==> src/rtl/des32b_pkg.sv <==
`default_nettype none
// ----------------------------------------------------------------------------
// des32b_pkg: shared state type, widths and default alignment pattern.
// Rev 1.0
// ----------------------------------------------------------------------------
package des32b_pkg;

  typedef enum logic [1:0] {
    SEARCH = 2'd0,
    CHECK  = 2'd1,
    LOCKED = 2'd2
  } des32b_state_t;

  localparam int WORD_W   = 32;
  localparam int ERRCNT_W = 16;
  localparam int BITERR_W = 24;
  localparam int POPCNT_W = 6;

  localparam logic [WORD_W-1:0] DEF_PATTERN = 32'hA5C3_0F96;

  function automatic logic [POPCNT_W-1:0] popcount(input logic [WORD_W-1:0] v);
    logic [POPCNT_W-1:0] n;
    n = '0;
    for (int i = 0; i < WORD_W; i++) begin
      n = n + POPCNT_W'(v[i]);
    end
    return n;
  endfunction

endpackage
`default_nettype wire

==> src/rtl/des32b_satcnt.sv <==
`default_nettype none
// ----------------------------------------------------------------------------
// des32b_satcnt: saturating up-counter with variable increment and sync clear.
// Rev 1.0
// ----------------------------------------------------------------------------
module des32b_satcnt #(
  parameter int W     = 16,
  parameter int INC_W = 1
) (
  input  logic             CLKBit,
  input  logic             RSTn,
  input  logic             i_clr,
  input  logic             i_inc_en,
  input  logic [INC_W-1:0] i_inc,
  output logic [W-1:0]     o_cnt
);

  logic [W-1:0] r_cnt;
  logic [W:0]   w_sum;

  // One extra bit catches the carry so overflow clamps to all-ones.
  assign w_sum = {1'b0, r_cnt} + (W+1)'(i_inc);

  always_ff @(posedge CLKBit or negedge RSTn) begin
    if (!RSTn) begin
      r_cnt <= '0;
    end else if (i_clr) begin
      r_cnt <= '0;
    end else if (i_inc_en) begin
      r_cnt <= w_sum[W] ? '1 : w_sum[W-1:0];
    end
  end

  assign o_cnt = r_cnt;

endmodule
`default_nettype wire

==> src/rtl/des32b_align.sv <==
`default_nettype none
// ----------------------------------------------------------------------------
// des32b_align: serial word-boundary recovery, lock qualification and SEU error
// counting. Define DES32B_BITERR_EN to add the BitErrCnt bit-error counter.
// Rev 1.0
// ----------------------------------------------------------------------------
module des32b_align
  import des32b_pkg::*;
#(
  parameter logic [WORD_W-1:0] PATTERN    = DEF_PATTERN,
  parameter int                LOCK_CNT   = 4,
  parameter int                UNLOCK_THR = 8
) (
  input  logic                CLKBit,
  input  logic                RSTn,
  input  logic                DataIn,
  input  logic                ErrClr,
  output logic                CLKWord,
  output logic [WORD_W-1:0]   DataOut,
  output logic                WordValid,
  output logic                Locked,
  output logic [ERRCNT_W-1:0] ErrCnt
`ifdef DES32B_BITERR_EN
  ,
  output logic [BITERR_W-1:0] BitErrCnt
`endif
);

  localparam logic [3:0] c_lock_cnt   = 4'(LOCK_CNT);
  localparam logic [3:0] c_unlock_thr = 4'(UNLOCK_THR);

  des32b_state_t     r_state;
  logic [WORD_W-1:0] r_sr;
  logic [WORD_W-1:0] r_data;
  logic [4:0]        r_phase;
  logic [3:0]        r_good_cnt;
  logic [3:0]        r_bad_run;
  logic              r_valid;
  logic              r_locked;

  logic w_match;
  logic w_word_done;
  logic w_err_inc;

  assign w_match     = (r_sr == PATTERN);
  // While searching, any pattern hit re-anchors the word boundary.
  assign w_word_done = (r_state == SEARCH) ? w_match : (r_phase == 5'd0);
  assign w_err_inc   = w_word_done && (r_state == LOCKED) && !w_match;

  always_ff @(posedge CLKBit or negedge RSTn) begin
    if (!RSTn) begin
      r_sr    <= '0;
      r_phase <= 5'b11111;
      r_data  <= '0;
    end else begin
      r_sr    <= {r_sr[WORD_W-2:0], DataIn};
      r_phase <= w_word_done ? 5'd31 : (r_phase - 5'd1);
      if (w_word_done) begin
        r_data <= r_sr;
      end
    end
  end

  always_ff @(posedge CLKBit or negedge RSTn) begin
    if (!RSTn) begin
      r_state    <= SEARCH;
      r_good_cnt <= '0;
      r_bad_run  <= '0;
      r_valid    <= 1'b0;
      r_locked   <= 1'b0;
    end else begin
      r_valid <= w_word_done && (r_state != SEARCH);
      if (w_word_done) begin
        unique case (r_state)
          SEARCH: begin
            r_good_cnt <= 4'd1;
            r_bad_run  <= '0;
            if (c_lock_cnt == 4'd1) begin
              r_state  <= LOCKED;
              r_locked <= 1'b1;
            end else begin
              r_state <= CHECK;
            end
          end
          CHECK: begin
            if (w_match) begin
              r_good_cnt <= r_good_cnt + 4'd1;
              if ((r_good_cnt + 4'd1) == c_lock_cnt) begin
                r_state   <= LOCKED;
                r_locked  <= 1'b1;
                r_bad_run <= '0;
              end
            end else begin
              r_state    <= SEARCH;
              r_good_cnt <= '0;
            end
          end
          LOCKED: begin
            if (w_match) begin
              r_bad_run <= '0;
            end else if ((r_bad_run + 4'd1) == c_unlock_thr) begin
              r_state    <= SEARCH;
              r_locked   <= 1'b0;
              r_bad_run  <= '0;
              r_good_cnt <= '0;
            end else begin
              r_bad_run <= r_bad_run + 4'd1;
            end
          end
          default: begin
            r_state  <= SEARCH;
            r_locked <= 1'b0;
          end
        endcase
      end
    end
  end

  des32b_satcnt #(
    .W     (ERRCNT_W),
    .INC_W (1)
  ) u_errcnt (
    .CLKBit   (CLKBit),
    .RSTn     (RSTn),
    .i_clr    (ErrClr),
    .i_inc_en (w_err_inc),
    .i_inc    (1'b1),
    .o_cnt    (ErrCnt)
  );

`ifdef DES32B_BITERR_EN
  logic                w_bit_inc_en;
  logic [POPCNT_W-1:0] w_bit_inc;

  // A matching word adds zero, so every LOCKED boundary may increment.
  assign w_bit_inc_en = w_word_done && (r_state == LOCKED);
  assign w_bit_inc    = popcount(r_sr ^ PATTERN);

  des32b_satcnt #(
    .W     (BITERR_W),
    .INC_W (POPCNT_W)
  ) u_biterrcnt (
    .CLKBit   (CLKBit),
    .RSTn     (RSTn),
    .i_clr    (ErrClr),
    .i_inc_en (w_bit_inc_en),
    .i_inc    (w_bit_inc),
    .o_cnt    (BitErrCnt)
  );
`endif

  assign CLKWord   = r_phase[4];
  assign DataOut   = r_data;
  assign WordValid = r_valid;
  assign Locked    = r_locked;

endmodule
`default_nettype wire

==> config.mk <==
export PLATFORM = sky130hd
export DESIGN_NAME = des32b_align
export DESIGN_NICKNAME = d
export VERILOG_FILES = /design/src/rtl/des32b_pkg.sv /design/src/rtl/des32b_satcnt.sv /design/src/rtl/des32b_align.sv
export SDC_FILE = /design/constraint.sdc
export NUM_CORES = 1
export LEC_CHECK = 0
export CAP_MARGIN = 20
export CORE_MARGIN = 4
export CORE_UTILIZATION = 50
export DETAILED_ROUTE_END_ITERATION = 12
export PLACE_DENSITY = 0.76
export SLEW_MARGIN = 30
export SYNTH_ARGS = -nofsm -noshare
export SYNTH_HDL_FRONTEND = slang
export SYNTH_SLANG_ARGS = --single-unit
==> constraint.sdc <==
create_clock -name CLKBit -period 2.2 [get_ports CLKBit]
set_input_delay 0.44 -clock CLKBit [delete_from_list [all_inputs] [get_ports CLKBit]]
set_output_delay 0.44 -clock CLKBit [all_outputs]
set_load 0.05 [all_outputs]
Yosys cells after proc, flatten, opt, wreduce, memory -nomap -nowiden:

Cells that the tools add are included.
Widths: inputs -> output; s select.

* logic and storage cells: 61
* register bits after elaboration: 97
* output and inout port bits: 51
* memories: 0
* bits of input ports: 4
* latch bits: 0
* bits in read-only memories: 0
* memory bits (writable): 0

* magnitude comparators: 0
* reductions and logical operators: 13
* div/mod/pow operators: 0
* add/sub/neg operators: 4
* equal/unequal tests: 10
* multiply operators: 0
* shift operators: 0
* bitwise logic cells: 1
* multiplexer cells: 24

Operators by type and width (number)
* $mux 16: 3
* $eq 32x32->1 const B: 1
* $mux 4: 7
* $pmux 4 s3: 2
* $add 16x1->17 const B: 1
* $reduce_and 4->1: 3
* $add 4x1->4 const B: 2
* $mux 2: 4
* $ne 2x2->1 const B: 3
* $pmux 2 s3: 1
* $reduce_and 6->1: 1
* $logic_not 5->1: 1
* $mux 1: 5
* $mux 5: 1
* $sub 5x1->5 const B: 1
* $eq 4x3->1 const B: 1
* $eq 4x4->1 const B: 1
* $reduce_bool 2->1: 2
* $logic_and 1x1->1: 3
* $ne 3x3->1 const B: 1
* $pmux 1 s3: 1
* $reduce_bool 3->1: 1
* $eq 2x1->1 const B: 1
* $eq 2x2->1 const B: 1
* other kinds (4): 4

Longest topological paths before layout:

Gate-level depths: netlist (run 1).

* depth after elaboration: 6
* depth in mapped cells: 9
* mapped depth without buffers: 8

By module:

From an unflattened synthesis (run 1), not the netlist that was laid out.

* cell total of the unflattened synthesis: 314
* area total of the unflattened synthesis: 4071.4 um2

By module, submodules not included
* des32b_align: sequential area each 2033.2 um2, cells an instance 225, area each 3210.6 um2, times used 1
* des32b_satcnt: sequential area each 400.4 um2, cells an instance 89, area each 860.8 um2, times used 1

Worst setup path after synthesis (run 1):

No wires, ideal clock.

* kind: register -> register
* start point: register u_errcnt.r_cnt[0], in the netlist u_errcnt.o_cnt[0]
* end point: register u_errcnt.r_cnt[5], in the netlist u_errcnt.o_cnt[5]
* arrival: 2.218 ns
* slack: -0.112 ns
* setup time: 0.094 ns
* period minus slack after synthesis: 2.312 ns
* cell stages (with the launch flop): 8
* path through: dfrtp_1 -> ha_1 -> and4_1 -> nand3_1 -> nor2_1 -> clkbuf_1 -> o21ai_0 -> a211oi_1

* word-level cells in the longest chain between the ends: 4

Ends and longest elaborated chain
* start: declaration: line des32b_satcnt.sv:18 `logic [W-1:0] r_cnt;`
* start signal: assignment: line des32b_satcnt.sv:30 `r_cnt <= w_sum[W] ? '1 : w_sum[W-1:0];`
* $add 16x1->17: line des32b_satcnt.sv:22 `assign w_sum = {1'b0, r_cnt} + (W+1)'(i_inc);`
* $mux 16: line des32b_satcnt.sv:30
* $mux 16: line des32b_satcnt.sv:29 `end else if (i_inc_en) begin`
* $mux 16: line des32b_satcnt.sv:27 `end else if (i_clr) begin`

Every way passes these cells. The select of a mux whose other input is x is not followed.
A chain may end at the register's enable or synchronous reset.

Worst setup path after layout (run 1):

* start point: register r_sr[12]
* end point: register r_state[0]

* word-level cells in the longest chain between the ends: 3
* elaborated cells on any way between the ends: 7

Ends and longest elaborated chain
* start: declaration: line des32b_align.sv:33 `logic [WORD_W-1:0] r_sr;`
* start signal: assignment: line des32b_align.sv:56 `r_sr <= {r_sr[WORD_W-2:0], DataIn};`
* $eq 32x32->1 *: line des32b_align.sv:45 `assign w_match = (r_sr == PATTERN);`
* $ne 3x3->1 (no source line), or another cell as far along
* $reduce_and 4->1 (no source line) or $pmux 2 s3 (tied branches)
* end signal: assignment: line des32b_align.sv:66 `r_state <= SEARCH;`
* end signal: assignment: line des32b_align.sv:79 `r_state <= LOCKED;`
* end signal: assignment: line des32b_align.sv:82 `r_state <= CHECK;`
* end: declaration: line des32b_align.sv:32 `des32b_state_t r_state;`

Every way passes the cells marked *; elsewhere a longest branch is shown, timed or not.

==> run_results.csv, run 1 <==
group,metric,value,unit
worst_setup_path,critPathSlowestCell,"dfrtp_1",
worst_setup_path,worst_ep_required_time,2450,ps
sta,relSlewSlack,55.4,%
yosys,ys_ff_latch,97,
yosys,yosysMostFrequentCell,"dfrtp_1",
worst_setup_path,cp_data_arrival_time,2370,ps
sta,finalHoldViolations,4,
clock_network,tritoncts,"done",
worst_setup_path,start_kind,"register",
worst_setup_path,cp_cell_sequence,"and4bb_2 -> and4_1 -> buf_4 -> a22o_1 -> a222oi_1 -> mux2_2",
run_status,violations,"negative hold slack",
sta,rsz0062_at_grt,"false",
final_layout,seqCellArea,2440,µm²
final_layout,fin_area,5250,µm²
yosys,synth_area_per_cell,13.0,µm²
place,dpl_worst_slack,-78.2,ps
sta,fmax,471,MHz
hold_path,hp-class,"input pin to asynchronous set/reset pin",
place,place_hpwl,6.02,mm
worst_setup_path,end_kind,"register",
routing,firstDrtPassIters,6,
worst_setup_path,path_max_fanout,5,
yosys,synth_fp_nets,342,
yosys,dominantRegCellSynth,"dfrtp_1",
global_routing,grt_use_total,18.4,%
final_layout,n_fill_cell,640,
yosys,yosysSeqAreaShare,57.2,%
global_routing,grt_start_max_net_pins,39,
yosys,synth_top_family_by_area,"simple AND/OR/NAND/NOR gates",
sta,timing.final.crit_period,2120,ps
die,die_h,100,µm
power,p_leak,2.34,nW
yosys,synth_warnings,0,
die,core,8260,µm²
run,drv_cap,0,
global_routing,grt_pass1_vias,2993,
yosys,synth-compound-area-share,10.6,%
routing,drtIter0Drc,107,
die,dieArea,10100,µm²
final_layout,diodes,0,
sta,setup_viol,0,
sta,fin_ws,75.6,ps
final_layout,multiInputGateArea,1760,µm²
yosys,synth_area_leaders,"dfrtp_1 54%, mux2_2 10%, dfstp_2 3.1%",
sta,timing.hold.ws,-3.69,ps
power,power_per_cell_area,572,nW/µm²
run_status,status,"finished with violations",
worst_setup_path,cp_slowest_stage_delay,400,ps
yosys,synth_top_area_cell,"dfrtp_1",
routing,drt-total-wl,8.83,mm
sta,slew_violations,0,
final_layout,drive_gt1_share,26.4,%
clock_network,cts_max_path_buffers,2,
yosys,synthCells,328,
clock_network,cts_root_buf,"clkbuf_8",
global_routing,grt_pass1_wl,14.8,mm
global_routing,gr-total-overflow,0,
global_routing,grt_antenna_before_repair,0,
final_layout,utilization,63.6,%
place,dpl-instance-area,4970,µm²
yosys,synth_edf_count,0,
clock_network,htree_levels,3,
sta,finalClockSkew,20.6,ps
clock_network,insertion_delay,380,ps
yosys,synth_area,4260,µm²
sta,worst_pin_slew,668,ps
routing,vias_per_cell,5.71,
yosys,synth_top_area_share,54.1,%
worst_setup_path,crit_family,"compound AO/OA/AOI/OAI gates",
routing,vias,2917,
routing,ant_nets,0,
final_layout,syn_to_final_growth,23.3,%
clock_network,clk_pin_slew,110,ps
die,initial_core_util,51.5,%
yosys,synth-xor-area-share,0.617,%
yosys,muxShareOfSynthArea,10.1,%
clock_network,cts_sinks,97,
yosys,yosys.area_share.simple,15.5,%
die,rows,33,
clock_network,cts_inserted_buffers,9,
routing,post_drt_wl_per_cell,17.3,µm
yosys,synthAdderAreaFrac,2.94,%
place,globalplace.congestion,0.875,
final_layout,nets,415,
worst_setup_path,criticalPathCategory,"register to register",
clock_network,cts.hold.buffers_added,0,
yosys,yosys-top-cells-count,"92 x dfrtp_1, 38 x mux2_2, 17 x nand2_1, 17 x nor3_1, 13 x nor2_1",
routing,drc_errors,0,
die,die_x,100,µm
yosys,yosysUniqueCellTypes,64,
die,ios,55,
place,io_buffer_count,54,
worst_setup_path,r2r_slack,80,ps
power,max-vdd-ir-drop,448,µV
worst_setup_path,cp_num_buf_inv,1,
sta,min_period_over_period,96.6,%
yosys,async_flop_share,100,%
[logic make-up after synthesis]
kind of cell / Yosys count
buf+inv: 23
simple gates: 102
flops: 97
fa+ha+maj: 10
xor+xnor: 3
mux: 38
compound gates: 55
[power breakdown]
part | total (W) | switching (W) | internal, W
Sequential | 0.00184 | 0.0000277 | 0.00181
Combinational | 0.0000613 | 0.0000431 | 0.0000182
Clock | 0.00110 | 0.000663 | 0.000438
[worst register-to-register path: stages (launching register included)]
cell and delay, ps:
dfrtp_1 400, and4bb_2 260, and4_1 220, buf_4 170
a22o_1 300, a222oi_1 270, mux2_2 380
[metal layers]
metal  part of all wire [%]  global-route usage, %  vias up
li1                       -                      -     1374
met1                     47                   25.6     1473
met2                     48                   28.6       57
met3                    3.5                   4.03       13
met4                    1.6                   6.74        0
met5                      0                      0        -
[flip-flops by register name (all words and copies together) (netlist names)]
register and cells:
u_errcnt.o_cnt 16, r_good_cnt 4, r_bad_run 4, WordValid 1, Locked 1, r_phase 5
r_state 2, DataOut 32, r_sr 32
[cells in the final DEF (no fill, tap or decap), drive strengths merged, types with 6 or more instances in the layout]
master and n:
a21oi 8, and2 7, and4 6, buf 20, clkbuf 10, clkdlybuf4s50 52
dfrtp 92, ha 10, inv 14, mux2 38, nand2 17, nand3 6
nand4 6, nor2 13, nor3 17, nor4b 6
[layout make-up]
class / instances / area share (%)
Clock buffer: 10 / 2.43
Clock inverter: 6 / 1.10
Inverter: 11 / 0.787
Multi-Input combinational cell: 209 / 33.5
Sequential cell: 97 / 46.5
Tap cell: 105 / 2.50
Timing Repair Buffer: 73 / 13.2
[path summary, 6_finish.rpt]
kind / from / depth (start not counted) / to
worst max-delay path: r_sr[12]$_DFF_PN0_ / 6 / r_state[0]$_DFFE_PN0P_
worst min-delay path: RSTn / 1 / u_errcnt.o_cnt[12]$_DFFE_PN0P_
worst max register to register: r_sr[12]$_DFF_PN0_ / 6 / r_state[0]$_DFFE_PN0P_
worst min register to register: r_sr[11]$_DFF_PN0_ / 0 / r_sr[12]$_DFF_PN0_
max in group asynchronous: RSTn / 2 / r_phase[2]$_DFF_PN1_
min in group CLKBit: r_sr[11]$_DFF_PN0_ / 0 / r_sr[12]$_DFF_PN0_
[timing repair]
action,CTS,global route
pin swaps,2,5
endpoints found under the setup margin,35,35
gates resized for setup,5,11
endpoints found under the hold margin,0,0
cloned,0,1
setup buffers,0,3
[stage by stage]
| step | cells | power (W) | TNS, ps |
|---|---|---|---|
| 3_5_place_dp | 491 | 0.00194 | -360 |
| 5_1_grt | 511 | 0.00313 | 0 |
| 6_report | 511 | 0.00300 | 0 |
| 2_1_floorplan | 328 | 0.00188 | 0 |
| 4_1_cts | 507 | 0.00304 | -28.7 |
| 3_3_place_gp | 491 | 0.00193 | -25.8 |
No activity file was read; power rests on OpenSTA's default activity.
==> run 2: changes to the inputs <==
--- a/config.mk
+++ b/config.mk
@@ -6,7 +6,7 @@
 export NUM_CORES = 1
 export LEC_CHECK = 0
 export CAP_MARGIN = 20
-export CORE_MARGIN = 4
+export CORE_ASPECT_RATIO = 0.7
 export CORE_UTILIZATION = 50
 export DETAILED_ROUTE_END_ITERATION = 12
 export PLACE_DENSITY = 0.76
==> run_results.csv, run 2 (same netlist as run 1, synthesis figures left out) <==
group,metric,value,unit
final_layout,diodes,0,
worst_setup_path,r2r_slack,20,ps
power,power,0.00352,W
clock_network,cts_inserted_buffers,9,
clock_network,cts_root_buf,"clkbuf_16",
global_routing,grt_antenna_before_repair,0,
run_status,status,"finished with violations",
place,globalplace.congestion,0.892,
worst_setup_path,criticalPathCategory,"register to register",
sta,relSlewSlack,59.2,%
power,power_frac_seq,52.3,%
clock_network,cts_sinks,97,
sta,worst_pin_slew,610,ps
global_routing,grt_pass1_wl,14.8,mm
die,die_h,79.2,µm
worst_setup_path,path_max_fanout,5,
global_routing,gr-total-overflow,0,
power,internal-power,0.00276,W
worst_setup_path,cp_cell_sequence,"and4b_1 -> and4_2 -> buf_4 -> a22o_4 -> a222oi_1 -> mux2_2",
global_routing,grt_start_max_net_pins,39,
power,p_sw_share,21.6,%
die,initial_core_util,52.9,%
place,io_buffer_count,54,
routing,vias_per_cell,5.92,
run_status,violations,"design-rule violations",
sta,timing.hold.ws,43.7,ps
global_routing,grt_pass1_vias,2897,
sta,min_period_over_period,98.9,%
sta,finalClockSkew,7.10,ps
worst_setup_path,cp_slowest_stage_delay,410,ps
worst_setup_path,cp_num_buf_inv,1,
global_routing,grt_use_total,21.7,%
worst_setup_path,crit_family,"compound AO/OA/AOI/OAI gates",
sta,slew_violations,0,
worst_setup_path,start_kind,"register",
hold_path,hp-class,"input pin to asynchronous set/reset pin",
power,power_frac_comb,2.0,%
worst_setup_path,cp_data_arrival_time,2410,ps
sta,fmax,460,MHz
worst_setup_path,critPathSlowestCell,"dfrtp_1",
power,power_per_cell_area,650,nW/µm²
run,drv_cap,0,
worst_setup_path,critical_path.startpoint,"r_sr[9]$_DFF_PN0_",
global_routing,top_usage_layer,"met2",
place,dpl_worst_slack,-39.2,ps
sta,timing.final.crit_period,2180,ps
worst_setup_path,r2r_start,"r_sr[9]$_DFF_PN0_",
sta,finalHoldViolations,0,
power,max-vdd-ir-drop,472,µV
final_layout,final_common_cell,"dfrtp_1",
die,core,8040,µm²
power,p_leak,2.41,nW
routing,firstDrtPassIters,8,
die,rows,27,
clock_network,tritoncts,"done",
global_routing,grt_use_met2,31.6,%
die,die_x,112,µm
final_layout,drive_gt1_share,27.1,%
sta,rsz0062_at_grt,"true",
final_layout,final_cell_mix,"88 x dfrtp_1, 52 x clkdlybuf4s50_1, 36 x mux2_2",
power,p_sw,0.000760,W
sta,fin_ws,23.8,ps
routing,vias,3019,
clock_network,clk_pin_slew,70,ps
worst_setup_path,worst_ep_required_time,2430,ps
power,pwr-share-clk,45.7,%
global_routing,met3_usage,6.56,%
die,dieArea,8890,µm²
clock_network,insertion_delay,350,ps
routing,drtIter0Drc,251,
routing,post_drt_wl_per_cell,17.5,µm
clock_network,htree_levels,3,
worst_setup_path,end_kind,"register",
final_layout,nets,418,
global_routing,met1_usage,31.2,%
routing,drt-total-wl,8.95,mm
clock_network,cts_max_path_buffers,2,
routing,ant_nets,0,
final_layout,syn_to_final_growth,27.2,%
sta,setup_viol,0,
routing,drc_errors,4,
place,place_hpwl,6.26,mm
final_layout,n_fill_cell,573,
die,ios,55,
-- run 2: final timing paths --
path / depth (start not counted) / endpoint
min reg2reg: 0 / r_sr[13]$_DFF_PN0_
max in group asynchronous: 2 / r_sr[8]$_DFF_PN0_
min: 1 / DataOut[19]$_DFFE_PN0P_
min in group CLKBit: 0 / r_sr[13]$_DFF_PN0_
max reg2reg: 6 / r_state[0]$_DFFE_PN0P_
max: 6 / r_state[0]$_DFFE_PN0P_
-- run 2: power by group through the flow --
stage | logic, W | clock network [W] | registers [W]
after detailed placement | 0.0000642 | 0 | 0.00187
final | 0.0000702 | 0.00161 | 0.00184
after CTS | 0.0000649 | 0.00164 | 0.00184
after floorplan | 0.0000121 | 0 | 0.00186
after global placement | 0.0000634 | 0 | 0.00187
after global routing | 0.0000804 | 0.00171 | 0.00185
-- run 2: repair_timing --
| item | in CTS | in global routing |
|---|---|---|
| pin swaps | 0 | 7 |
| setup buffers | 0 | 7 |
| hold buffers | 0 | 0 |
| setup endpoints to repair | 3 | 18 |
| gates cloned | 0 | 0 |
| resized for setup | 1 | 16 |
-- run 2: final cells by class --
| class | count | area [µm²] | area share [%] |
|---|---|---|---|
| Tap cell | 101 | 126 | 2.33 |
| Sequential cell | 97 | 2440 | 45.0 |
| Multi-Input combinational cell | 208 | 1760 | 32.5 |
| Timing Repair Buffer | 77 | 737 | 13.6 |
| Clock inverter | 6 | 71.3 | 1.32 |
| Inverter | 11 | 41.3 | 0.762 |
| Clock buffer | 10 | 239 | 4.41 |
-- run 2: layer usage --
| metal | routed length, µm | vias up |
|---|---|---|
| li1 | - | 1383 |
| met1 | 4350 | 1516 |
| met2 | 3980 | 107 |
| met3 | 522 | 13 |
| met4 | 93 | 0 |
| met5 | 0 | - |
-- run 2: per-stage QoR --
| stage | utilization [%] | TNS, ps | cells | instance area [µm²] |
|---|---|---|---|---|
| finish | 67.4 | 0 | 510 | 5420 |
| global route | 67.4 | -44.2 | 510 | 5420 |
| global placement | 61.9 | 0 | 487 | 4970 |
| CTS | 65.8 | 0 | 503 | 5290 |
| detailed placement | 61.9 | -77.9 | 487 | 4970 |
| floorplan | - | 0 | 328 | 4260 |
